===== config.mk =====
export PLATFORM = sky130hd
export DESIGN_NAME = wb_rr_arbiter
export DESIGN_NICKNAME = d
export VERILOG_FILES = /design/src/rtl/wb_rr_arbiter.sv
export SDC_FILE = /design/constraint.sdc
export NUM_CORES = 1
export LEC_CHECK = 0
export CAP_MARGIN = 15
export CORE_UTILIZATION = 30
export CTS_CLUSTER_DIAMETER = 40
export DETAILED_ROUTE_END_ITERATION = 7
export PLACE_DENSITY_LB_ADDON = 0.08
export SLEW_MARGIN = 20
export SYNTH_ARGS = -nofsm -noshare
export SYNTH_HDL_FRONTEND = slang
export SYNTH_SLANG_ARGS = --single-unit

===== constraint.sdc =====
create_clock -name clk -period 5 [get_ports clk]
set_input_delay 1 -clock clk [delete_from_list [all_inputs] [get_ports clk]]
set_output_delay 1 -clock clk [all_outputs]
set_load 0.03 [all_outputs]

===== src/rtl/wb_rr_arbiter.sv =====
// Round-robin arbiter and two-phase (psel/penable) transfer sequencer
// sharing one register/memory slave among NREQ requesters.
//
// Ports:
//   clk, rst                     clock, synchronous active-high reset
//   req_valid/write/addr/wdata   per-requester request (addr/wdata flattened)
//   req_ready                    combinational one-hot accept
//   rsp_valid, rsp_rdata         one-cycle completion pulse, shared read data
//   busy                         transfer in progress
//   psel/penable/pwrite/paddr/pwdata, prdata   slave side
//
// Optional: define WB_RR_ARBITER_LOCK_EN to add req_lock, which pins grants
// to the locking requester until it issues an unlocked request.
module wb_rr_arbiter #(
  parameter int NREQ = 4,
  parameter int AW   = 8,
  parameter int DW   = 32
) (
  input  logic              clk,
  input  logic              rst,
  input  logic [NREQ-1:0]   req_valid,
  input  logic [NREQ-1:0]   req_write,
  input  logic [NREQ*AW-1:0] req_addr,
  input  logic [NREQ*DW-1:0] req_wdata,
`ifdef WB_RR_ARBITER_LOCK_EN
  input  logic [NREQ-1:0]   req_lock,
`endif
  output logic [NREQ-1:0]   req_ready,
  output logic [NREQ-1:0]   rsp_valid,
  output logic [DW-1:0]     rsp_rdata,
  output logic              busy,
  output logic              psel,
  output logic              penable,
  output logic              pwrite,
  output logic [AW-1:0]     paddr,
  output logic [DW-1:0]     pwdata,
  input  logic [DW-1:0]     prdata
);

  localparam int IW = (NREQ > 1) ? $clog2(NREQ) : 1;

  typedef enum logic [1:0] {
    IDLE,
    SETUP,
    ACCESS,
    RESP
  } state_t;

  state_t        state;
  logic [IW-1:0] last;
  logic [IW-1:0] owner;
  logic [IW-1:0] win;
  logic          found;
  logic [NREQ-1:0] elig;
  int            idx;

  logic [AW-1:0] addr_a  [NREQ];
  logic [DW-1:0] wdata_a [NREQ];

  for (genvar g = 0; g < NREQ; g++) begin : g_unpack
    assign addr_a[g]  = req_addr[g*AW +: AW];
    assign wdata_a[g] = req_wdata[g*DW +: DW];
  end

`ifdef WB_RR_ARBITER_LOCK_EN
  logic          lock_on;
  logic [IW-1:0] lock_id;

  // While locked only the lock owner is eligible, even when it is idle.
  always_comb begin
    elig = req_valid;
    if (lock_on) begin
      elig = '0;
      elig[lock_id] = req_valid[lock_id];
    end
  end
`else
  assign elig = req_valid;
`endif

  // First eligible requester after the last winner, in wrap-around order.
  always_comb begin
    found = 1'b0;
    win   = '0;
    idx   = 0;
    if (state == IDLE || state == RESP) begin
      for (int k = 1; k <= NREQ; k++) begin
        idx = (int'(last) + k) % NREQ;
        if (!found && elig[IW'(idx)]) begin
          found = 1'b1;
          win   = IW'(idx);
        end
      end
    end
  end

  always_comb begin
    req_ready = '0;
    if (found) req_ready[win] = 1'b1;
  end

  assign busy = (state != IDLE);

  always_ff @(posedge clk) begin
    if (rst) begin
      state     <= IDLE;
      psel      <= 1'b0;
      penable   <= 1'b0;
      pwrite    <= 1'b0;
      paddr     <= '0;
      pwdata    <= '0;
      rsp_valid <= '0;
      rsp_rdata <= '0;
      last      <= IW'(NREQ - 1);
      owner     <= '0;
`ifdef WB_RR_ARBITER_LOCK_EN
      lock_on   <= 1'b0;
      lock_id   <= '0;
`endif
    end else begin
      rsp_valid <= '0;
      unique case (state)
        IDLE: ;
        SETUP: begin
          penable <= 1'b1;
          state   <= ACCESS;
        end
        ACCESS: begin
          psel    <= 1'b0;
          penable <= 1'b0;
          state   <= RESP;
        end
        RESP: begin
          rsp_valid[owner] <= 1'b1;
          rsp_rdata        <= pwrite ? '0 : prdata;
          state            <= IDLE;
        end
        default: state <= IDLE;
      endcase
      // A grant (only possible in IDLE/RESP) overrides the next state.
      if (found) begin
        state   <= SETUP;
        psel    <= 1'b1;
        penable <= 1'b0;
        pwrite  <= req_write[win];
        paddr   <= addr_a[win];
        pwdata  <= wdata_a[win];
        owner   <= win;
        last    <= win;
`ifdef WB_RR_ARBITER_LOCK_EN
        lock_on <= req_lock[win];
        lock_id <= win;
`endif
      end
    end
  end

endmodule


==> results of run 1 <==
==> cells in the mapped netlist (2+ instances only) <==
cell type                  instances
sky130_fd_sc_hd__o31ai_1          41
sky130_fd_sc_hd__or2_1             2
sky130_fd_sc_hd__o21ai_0          41
sky130_fd_sc_hd__o21ai_2           2
sky130_fd_sc_hd__a221oi_1          5
sky130_fd_sc_hd__ha_1              3
sky130_fd_sc_hd__a21oi_1          39
sky130_fd_sc_hd__a221oi_2         36
sky130_fd_sc_hd__nor2_1           37
sky130_fd_sc_hd__inv_1             5
sky130_fd_sc_hd__buf_6             9
sky130_fd_sc_hd__nand2_1          48
sky130_fd_sc_hd__buf_2            19
sky130_fd_sc_hd__nand2b_1          2
sky130_fd_sc_hd__nand3b_1          2
sky130_fd_sc_hd__nor3_1           43
sky130_fd_sc_hd__nor2b_1          36
sky130_fd_sc_hd__dfxtp_1          85
sky130_fd_sc_hd__clkbuf_1         20
==> metal layers <==
layer  vias up  global-route usage  share of wire
li1       2317                   -              -
met1      2239              0.2298           0.38
met2       203              0.3974           0.50
met3        34             0.08647          0.089
met4         0             0.09414          0.031
met5         -                   0              0
==> worst min-delay path by stage <==
| stage | depth (start not counted) | from | end | slack, ps |
|---|---|---|---|---|
| 2_1_floorplan | 1 | owner[0] | rsp_valid[2] | 430 |
| 3_3_place_gp | 2 | paddr[4] | paddr[4] | 440 |
| 3_5_place_dp | 2 | pwdata[25] | pwdata[25] | 440 |
| 4_1_cts | 2 | pwdata[5] | pwdata[5] | 460 |
| 5_1_grt | 2 | pwdata[5] | pwdata[5] | 470 |
| 6_report | 2 | pwdata[5] | pwdata[5] | 450 |
==> sequential cells by signal, indices dropped and copies added (netlist names) <==
| register | count |
|---|---|
| rsp_rdata | 32 |
| paddr | 8 |
| psel | 1 |
| penable | 1 |
| pwrite | 1 |
| state | 2 |
| rsp_valid | 4 |
| last | 2 |
| owner | 2 |
| pwdata | 32 |
==> area by class of cell <==
| type | count | share of cell area |
|---|---|---|
| repair buffers | 297 | 0.3929 |
| multi-input cells | 353 | 0.3071 |
| flip-flops and latches | 85 | 0.2257 |
| clock buffers | 10 | 0.03036 |
| well taps | 180 | 0.02987 |
| clock inverters | 6 | 0.01161 |
| inverters | 5 | 0.002489 |
==> per-stage QoR <==
| step | instances | hold slack (ps) | setup WS [ps] | utilization |
|---|---|---|---|---|
| 2_1_floorplan | 493 | 429.9 | 1605 | - |
| 3_3_place_gp | 919 | 435.5 | 584.9 | 0.5185 |
| 3_5_place_dp | 919 | 443.3 | 524.0 | 0.5185 |
| 4_1_cts | 935 | 457.5 | 521.8 | 0.5413 |
| 5_1_grt | 936 | 466.5 | 445.2 | 0.5433 |
| 6_report | 936 | 452.4 | 531.1 | 0.5433 |
==> cells by family after synthesis <==
logic type,after synthesis
simple gates,178
compound gates,171
flops,85
buf+inv,55
fa+ha+maj,3
mux,1
==> critical path, cell delays in order <==
cell	delay, ps
sky130_fd_sc_hd__clkdlybuf4s50_1	500
sky130_fd_sc_hd__nor2b_1	180
sky130_fd_sc_hd__o221a_2	300
sky130_fd_sc_hd__or3_2	610
sky130_fd_sc_hd__nor2_1	200
sky130_fd_sc_hd__clkdlybuf4s50_1	690
==> power breakdown <==
part           switching (mW)  internal (mW)
Sequential              0.116          0.881
Clock                   0.282          0.438
Combinational            1.24          0.794
==> out/metrics.csv, run 1 <==
metric;value;unit
outcome;complete, no violations;
vias_per_cell;5.121;
netlist.top_cell.by_area;sky130_fd_sc_hd__dfxtp_1;
fillCellCount;1289;
cts.sink_count;85;
core;0.01388;mm^2
synth_largest_type_area_fraction;0.3974;
worst_setup_hold_path_clk_slew;60;ps
post-cts-setup-buffers;0;
timing.reg2reg.worst_path_depth;7;
nature_of_the_critical_path_endpoint;output pin;
yosysUniqueCellTypes;37;
netlist_instances;493;
multi_input_comb_area;0.002316;mm^2
numCtsBuffers;9;
grt_antenna_before_repair;0;
drc;0;
synth.cell_area;0.004282;mm^2
critPathArrivalTime;3470;ps
synthesis.nets;698;
synth-edff-count;0;
resized_cells_post_cts;0;
synth_async_sr_flop_share;0;
worstSetupEndpoint;req_ready[3];
cts-root-buf;sky130_fd_sc_hd__clkbuf_16;
finalInstanceArea;0.007541;mm^2
synth_xor_xnor_area_share;0;
power.static_leakage;2.722;nW
grt_max_degree;44;
cp_data_required_time;4000;ps
via_count;4793;
ant_nets;0;
routedWlPerCell;17.89;um
critical_path.startpoint;req_valid[1];
synth.mux.area_fraction;0.002338;
worst-slew-pin-transition;803.2;ps
portBuffers;285;
grt-ovfl-total;0;
ff_latch_area;0.001702;mm^2
floorplan.die.width;121.5;um
setup.worst_path.start_class;input pin;
gp_congestion;0.8292;
final_min_period_over_clock_period;0.8938;
die_height;121.5;um
groute.usage.overall;0.2226;
yosysWarningCount;0;
placed_area;0.007197;mm^2
synth_compound_area_frac;0.3209;
design.die.area;0.01475;mm^2
hold_class;flop to flop;
hold_violations;0;
fin_nets;956;
grt_pass1_wl;24960;um
number_of_global_route_vias_before_repair;4853;
ys_seq_elements;85;
timing.final.crit_period;4469;ps
drt_wl_total;16750;um
initial_core_util;0.3085;
rsz0062_at_grt;no;
drt_pre_antenna_iters;5;
synth-adder-area-share;0.008767;
worst_r2r_endpoint;paddr[6];
r2r_start;state[0];
worst_slew_margin_rel;0.4645;
layout_common_cells;sky130_fd_sc_hd__clkdlybuf4s50_1 (285), sky130_fd_sc_hd__dfxtp_1 (85), sky130_fd_sc_hd__nand2_1 (48), sky130_fd_sc_hd__nor3_1 (43);
clock_tree_from_tritoncts;yes;
achievable-frequency;0.2238;GHz
drive_above_1_share;0.09788;
area_delta_synth_final;76.13;%
timing.max_cap.violations;0;
synth_simple_gate_area_frac;0.2002;
num_io_pins;286;
critPathKind;input pin to output pin;
clk_latency;350;ps
finalClockSkew;3.626;ps
largest_cells_by_area_after_synthesis;sky130_fd_sc_hd__dfxtp_1 (40%), sky130_fd_sc_hd__a221oi_2 (13%), sky130_fd_sc_hd__o31ai_1 (7.2%);
synth-seq-area-share;0.3974;
detailedRoute.firstIterationViolations;221;
setup-tns-final;0;ps
reg2reg_setup_slack;2340;ps
main_combinational_cell_family_by_area_after_synthesis;compound AO/OA/AOI/OAI gates;
antennaDiodeCount;0;
final_common_cell;sky130_fd_sc_hd__clkdlybuf4s50_1;
fp-row-count;43;
power_per_cell_area;497.1;mW/mm^2
slew_viol_final;0;
crit_fanout;12;
power.ir.vdd_worst;0.2698;mV
finalPower;3.748;mW
cts_hold_buffers;0;
dp_hpwl;11870;um
dominantRegCellSynth;sky130_fd_sc_hd__dfxtp_1;
post_synth.cell_area_avg;8.685;um^2
cts.htree.levels;3;
clock_tree.buffer_depth;2;
setup-violations-final;0;
Power figures use the tool's default switching activity.
==> run 2, diff against run 1 <==
- CORE_ASPECT_RATIO: not set -> 2
- TNS_END_PERCENT: not set -> 5
==> run 2 against run 1 <==
Global-route usage is 1.8 points higher. Setup slack improved by 170 ps. Largest cell class unchanged. Highest routed layer unchanged. Clock skew grew 5.9 ps. Clock power decreased by 11%. Critical endpoint is now req_ready[2].
==> out/metrics.csv, run 2 (synthesized netlist as in run 1, its figures left out) <==
metric;value;unit;change
grt_max_degree;44;;unchanged
cts-root-buf;sky130_fd_sc_hd__clkbuf_16;;
ant_nets;0;;unchanged
setup.worst_path.start_class;input pin;;
drt_wl_total;18140;um;+8.3%
critical_path.cell_chain;clkdlybuf4s50_1 -> nor2b_1 -> o221a_2 -> or3_2 -> nor2_1 -> clkdlybuf4s50_1;;
clock_tree_from_tritoncts;yes;;
timing.final.crit_period;4297;ps;-171.6 ps
design.die.area;0.01478;mm^2;+0.20%
cp_slowest_stage_delay;710;ps;+20 ps
clock_tree.buffer_depth;2;;unchanged
setup-violations-final;0;;unchanged
die_height;171.0;um;+41%
critical-path-top-delay-family;buffers and inverters;;
antennaDiodeCount;0;;unchanged
net_load_switching_power;1.660;mW;+1.5%
critical_path.startpoint;req_valid[1];;
drive_above_1_share;0.09921;;+0.001323
grt_antenna_before_repair;0;;unchanged
power.ir.vdd_worst;0.2987;mV;+11%
power_per_cell_area;490.5;mW/mm^2;-1.3%
worst_slew_margin_rel;0.3579;;-0.1066
instances_no_fill;945;;+0.96%
initial_core_util;0.3082;;about the same
achievable-frequency;0.2327;GHz;+4.0%
fin_nets;956;;unchanged
dp_hpwl;13040;um;+9.9%
reg_top3;pwdata: 32 flops, rsp_rdata: 32 flops, paddr: 8 flops;;
rsz0062_at_grt;no;;
drt_pre_antenna_iters;4;;-1
hold_class;flop to flop;;
post-cts-setup-buffers;0;;unchanged
gp_congestion;0.8666;;+4.5%
num_io_pins;286;;unchanged
vias_per_cell;5.157;;+0.70%
hold_violations;0;;unchanged
resized_cells_post_cts;0;;unchanged
p_int;2.025;mW;-4.2%
routedWlPerCell;19.20;um;+7.3%
detailedRoute.firstIterationViolations;131;;-41%
floorplan.die.width;86.48;um;-29%
nature_of_the_critical_path_endpoint;output pin;;
pwr-share-seq;0.270;;+0.004
critPathKind;input pin to output pin;;
final_common_cell;sky130_fd_sc_hd__clkdlybuf4s50_1;;
r2r_start;last[1];;
via_count;4873;;+1.7%
crit_fanout;6;;-6
worst_setup_hold_path_clk_slew;60;ps;about the same
worst-slew-pin-transition;960.1;ps;+156.9 ps
cts_hold_buffers;0;;unchanged
dp_cells;929;;+1.1%
layout_common_cells;sky130_fd_sc_hd__clkdlybuf4s50_1 (285), sky130_fd_sc_hd__dfxtp_1 (85), sky130_fd_sc_hd__nand2_1 (48), sky130_fd_sc_hd__nor3_1 (43);;
clk_latency;330;ps;-20 ps
path_buf_inv;2;;unchanged
outcome;complete, no violations;;
placed_area;0.007228;mm^2;+0.43%
comb_pwr_share;0.555;;+0.013
finalClockSkew;9.567;ps;+5.941 ps
cp_slowest_cell;sky130_fd_sc_hd__clkdlybuf4s50_1;;
groute.usage.overall;0.2402;;+0.01756
timing.max_cap.violations;0;;unchanged
slew_viol_final;0;;unchanged
drc;0;;unchanged
core;0.01389;mm^2;about the same
cts.htree.levels;3;;unchanged
critPathArrivalTime;3300;ps;-170 ps
number_of_global_route_vias_before_repair;5007;;+3.2%
netSwitchingFraction;0.4506;;+0.01428
finish.utilization;0.5408;;-0.002464
grt-ovfl-total;0;;unchanged
cpMostUsedCell;sky130_fd_sc_hd__clkdlybuf4s50_1;;
portBuffers;285;;unchanged
setup-tns-final;0;ps;unchanged
cp_data_required_time;4000;ps;about the same
clockPowerShare;0.175;;-0.017
grt_pass1_wl;27030;um;+8.3%
fp-row-count;61;;+42%
finalInstanceArea;0.007512;mm^2;-0.38%
cts.sink_count;85;;unchanged
numCtsBuffers;9;;unchanged
final_min_period_over_clock_period;0.8595;;-0.03432
min_delay_src;pwdata[17];;
area_delta_synth_final;75.45;%;
power.static_leakage;2.694;nW;-1.1%
## run 2: changes by cell type in the layout (fill, tap and decap cells not counted)
cell                         change
sky130_fd_sc_hd__clkinv_4        -2
sky130_fd_sc_hd__clkbuf_1        -1
sky130_fd_sc_hd__bufinv_16       -2
sky130_fd_sc_hd__clkbuf_8        +1
sky130_fd_sc_hd__clkinvlp_4      +3
sky130_fd_sc_hd__buf_12          +1
sky130_fd_sc_hd__buf_16          -1
sky130_fd_sc_hd__clkinv_2        -1
sky130_fd_sc_hd__inv_6           +2
## run 2: tightest hold or removal path, stage by stage, from the launching register on
cell and delay, ps:
sky130_fd_sc_hd__dfxtp_1 320, sky130_fd_sc_hd__nand2_1 50, sky130_fd_sc_hd__o31ai_1 50
## run 2: power groups by stage
stage	clock network [mW]	registers (mW)	logic [mW]
2_1_floorplan	0	1.36	0.880
3_3_place_gp	0	1.00	2.02
3_5_place_dp	0	1.01	2.06
4_1_cts	0.663	0.995	2.07
5_1_grt	0.687	1.02	2.18
6_report	0.644	0.995	2.05
## run 2: path summary, 6_finish.rpt
path | to | slack (ps) | depth (start not counted)
setup reg to reg | pwdata[0] | 2250 | 6
hold / removal | pwdata[17] | 450 | 2
setup / recovery | req_ready[2] | 700 | 6
hold reg to reg | pwdata[17] | 450 | 2
## run 2: stage by stage
step | hold WS, ps | power [mW] | worst slack [ps]
global route | 473.5 | 3.885 | 591.8
detailed placement | 438.3 | 3.070 | 682.7
global placement | 434.2 | 3.019 | 719.3
floorplan | 429.9 | 2.239 | 1605
CTS | 455.3 | 3.727 | 685.1
finish | 453.6 | 3.685 | 702.7
## run 2: area by class of cell
| class | instances | area [um^2] |
|---|---|---|
| Clock inverter | 6 | 45.04 |
| Sequential cell | 85 | 1702 |
| Tap cell | 189 | 236.5 |
| Inverter | 5 | 18.77 |
| Clock buffer | 10 | 239.0 |
| Timing Repair Buffer | 297 | 2955 |
| Multi-Input combinational cell | 353 | 2316 |
| Fill cell | 1376 | 6379 |
## run 2: layer usage
layer / vias to the layer above / global-route usage / wire length [um]
li1: 2305 / - / -
met1: 2326 / 0.2496 / 6719
met2: 202 / 0.4410 / 9516
met3: 40 / 0.05982 / 1155
met4: 0 / 0.1145 / 749
met5: - / 0 / 0
==> run 3, diff against run 2 <==
- clock period: 5 -> 4.4 ns (I/O delays scaled with it)
==> run 3 against run 2 <==
Setup slack got worse by 410 ps. Clock skew decreased by 1.2 ps. Flip-flop and latch count did not move. First-iteration DRC count grew 3.8%. Combinational power increased by 13%. Via count unchanged. Total power rose by 14%. Worst hold slack lost 2.0 ps. Non-clock buffer count grew 2. Largest cell class unchanged.
==> out/metrics.csv, run 3 (synthesized netlist as in run 1, its figures left out) <==
metric;value;unit;change
r2r_start;state[1];;
cts-root-buf;sky130_fd_sc_hd__clkbuf_16;;
netSwitchingFraction;0.4487;;-0.001901
timing.reg2reg.worst_path_depth;7;;+1
crit_fanout;6;;unchanged
hold_class;flop to flop;;
drt_wl_total;17860;um;-1.6%
fillCellCount;1342;;-2.5%
power.ir.vdd_worst;0.3978;mV;+33%
reg_top3;pwdata: 32 flops, rsp_rdata: 32 flops, paddr: 8 flops;;
final_min_period_over_clock_period;0.9326;;
finalHoldWorstSlack;451.6;ps;-2.025 ps
area_delta_synth_final;75.80;%;
post-route-worst-setup-slack;296.4;ps;-406.2 ps
critical_path.startpoint;req_valid[1];;
finalClockSkew;8.321;ps;-1.247 ps
core;0.01389;mm^2;unchanged
setup.worst_path.start_class;input pin;;
routedWlPerCell;18.85;um;-1.8%
critPathKind;input pin to output pin;;
worst_slew_margin_rel;0.5035;;+0.1456
final_common_cell;sky130_fd_sc_hd__clkdlybuf4s50_1;;
nature_of_the_critical_path_endpoint;output pin;;
cts.htree.levels;3;;unchanged
setup-violations-final;0;;unchanged
critical-path-top-delay-family;buffers and inverters;;
layout_common_cells;sky130_fd_sc_hd__clkdlybuf4s50_1 (285), sky130_fd_sc_hd__dfxtp_1 (85), sky130_fd_sc_hd__nand2_1 (48), sky130_fd_sc_hd__nor3_1 (43);;
slew_viol_final;0;;unchanged
die_height;171.0;um;unchanged
worst_r2r_endpoint;pwdata[1];;
dp_cells;931;;+0.22%
comb_pwr_share;0.555;;about the same
drive_above_1_share;0.1016;;+0.002377
numCtsBuffers;9;;unchanged
worst-slew-pin-transition;744.7;ps;-215.4 ps
critical_path.cell_chain;clkdlybuf4s50_1 -> nor2b_1 -> o221a_2 -> or3_2 -> nor2_1 -> clkdlybuf4s50_1;;
clock_tree_from_tritoncts;yes;;
portBuffers;285;;unchanged
worst_setup_hold_path_clk_slew;60;ps;about the same
dp_hpwl;12930;um;-0.80%
gp_congestion;0.8444;;-2.6%
clock_tree.buffer_depth;2;;unchanged
cp_slowest_cell;sky130_fd_sc_hd__clkdlybuf4s50_1;;
finalPower;4.185;mW;+14%
grt_antenna_before_repair;0;;unchanged
drc;0;;unchanged
drt_pre_antenna_iters;4;;unchanged
resized_cells_post_cts;0;;unchanged
groute.usage.overall;0.2384;;-0.001823
via_count;4873;;unchanged
number_of_global_route_vias_before_repair;5003;;-0.080%
finish.utilization;0.5419;;+0.001081
grt_pass1_wl;26750;um;-1.0%
cts.sink_count;85;;unchanged
floorplan.die.width;86.48;um;unchanged
setup-tns-final;0;ps;unchanged
initial_core_util;0.3082;;unchanged
vias_per_cell;5.146;;-0.21%
instances_no_fill;947;;+0.21%
worst-path-stages;6;;unchanged
post-cts-setup-buffers;0;;unchanged
detailedRoute.firstIterationViolations;136;;+3.8%
cp_data_required_time;3520;ps;-480 ps
net_load_switching_power;1.877;mW;+13%
reg2reg_setup_slack;1970;ps;-280 ps
p_int;2.307;mW;+14%
power.static_leakage;2.704;nW;+0.37%
path_buf_inv;2;;unchanged
dpl_worst_slack;311.5;ps;-371.2 ps
pwr-share-seq;0.270;;about the same
timing.final.crit_period;4104;ps;
outcome;complete, no violations;;
worstSetupEndpoint;req_ready[2];;
hold_violations;0;;unchanged
cpMostUsedCell;sky130_fd_sc_hd__clkdlybuf4s50_1;;
clk_latency;340;ps;about the same
cp_slowest_stage_delay;750;ps;+40 ps
rsz0062_at_grt;no;;
fp-row-count;61;;unchanged
achievable-frequency;0.2437;GHz;
power_per_cell_area;555.9;mW/mm^2;+13%
ff_latch_area;0.001702;mm^2;unchanged
num_io_pins;286;;unchanged
multi_input_comb_area;0.002316;mm^2;unchanged
clockPowerShare;0.174;;about the same
finalInstanceArea;0.007527;mm^2;+0.20%
critPathArrivalTime;3220;ps;-80 ps
antennaDiodeCount;0;;unchanged
fin_nets;958;;+0.21%
ant_nets;0;;unchanged
design.die.area;0.01478;mm^2;unchanged
grt_max_degree;44;;unchanged
cts_hold_buffers;0;;unchanged
grt-ovfl-total;0;;unchanged
placed_area;0.007243;mm^2;+0.21%
timing.max_cap.violations;0;;unchanged
-- run 3: worst min path at each step --
| stage | start | endpoint | slack [ps] | cells past startpoint |
|---|---|---|---|---|
| 2_1_floorplan | owner[0] | rsp_valid[2] | 430 | 1 |
| 3_3_place_gp | pwdata[19] | pwdata[19] | 430 | 2 |
| 3_5_place_dp | pwdata[14] | pwdata[14] | 440 | 2 |
| 4_1_cts | pwdata[14] | pwdata[14] | 450 | 2 |
| 5_1_grt | pwdata[29] | pwdata[29] | 480 | 2 |
| 6_report | pwdata[9] | pwdata[9] | 450 | 2 |
-- run 3: worst register-to-register path: cells and delay by family, from the launching register on --
| family | cells | cell delay [ps] |
|---|---|---|
| adder cells (fa/ha/maj) | 1 | 460 |
| buffers and inverters | 3 | 870 |
| flip-flops | 1 | 390 |
| AO/OA/AOI/OAI | 3 | 620 |
-- run 3: final cells by class --
type,count,area share
multi-input cells,353,0.3077
inverters,5,0.002493
repair buffers,299,0.3946
flip-flops and latches,85,0.2261
clock buffers,10,0.03175
well taps,189,0.03142
clock inverters,6,0.005984
-- run 3: per-layer routing --
layer  share of wire  global-route usage
met5               0                   0
met4           0.042              0.1217
met3           0.067             0.05789
met2            0.52              0.4369
met1            0.37              0.2459
-- run 3: power by group through the flow --
stage                     logic, mW  clock network (mW)  registers [mW]
after global routing           2.49               0.781            1.16
after CTS                      2.35               0.758            1.13
after detailed placement       2.34                   0            1.15
final                          2.32               0.729            1.13
after floorplan                1.00                   0            1.54
after global placement         2.32                   0            1.14
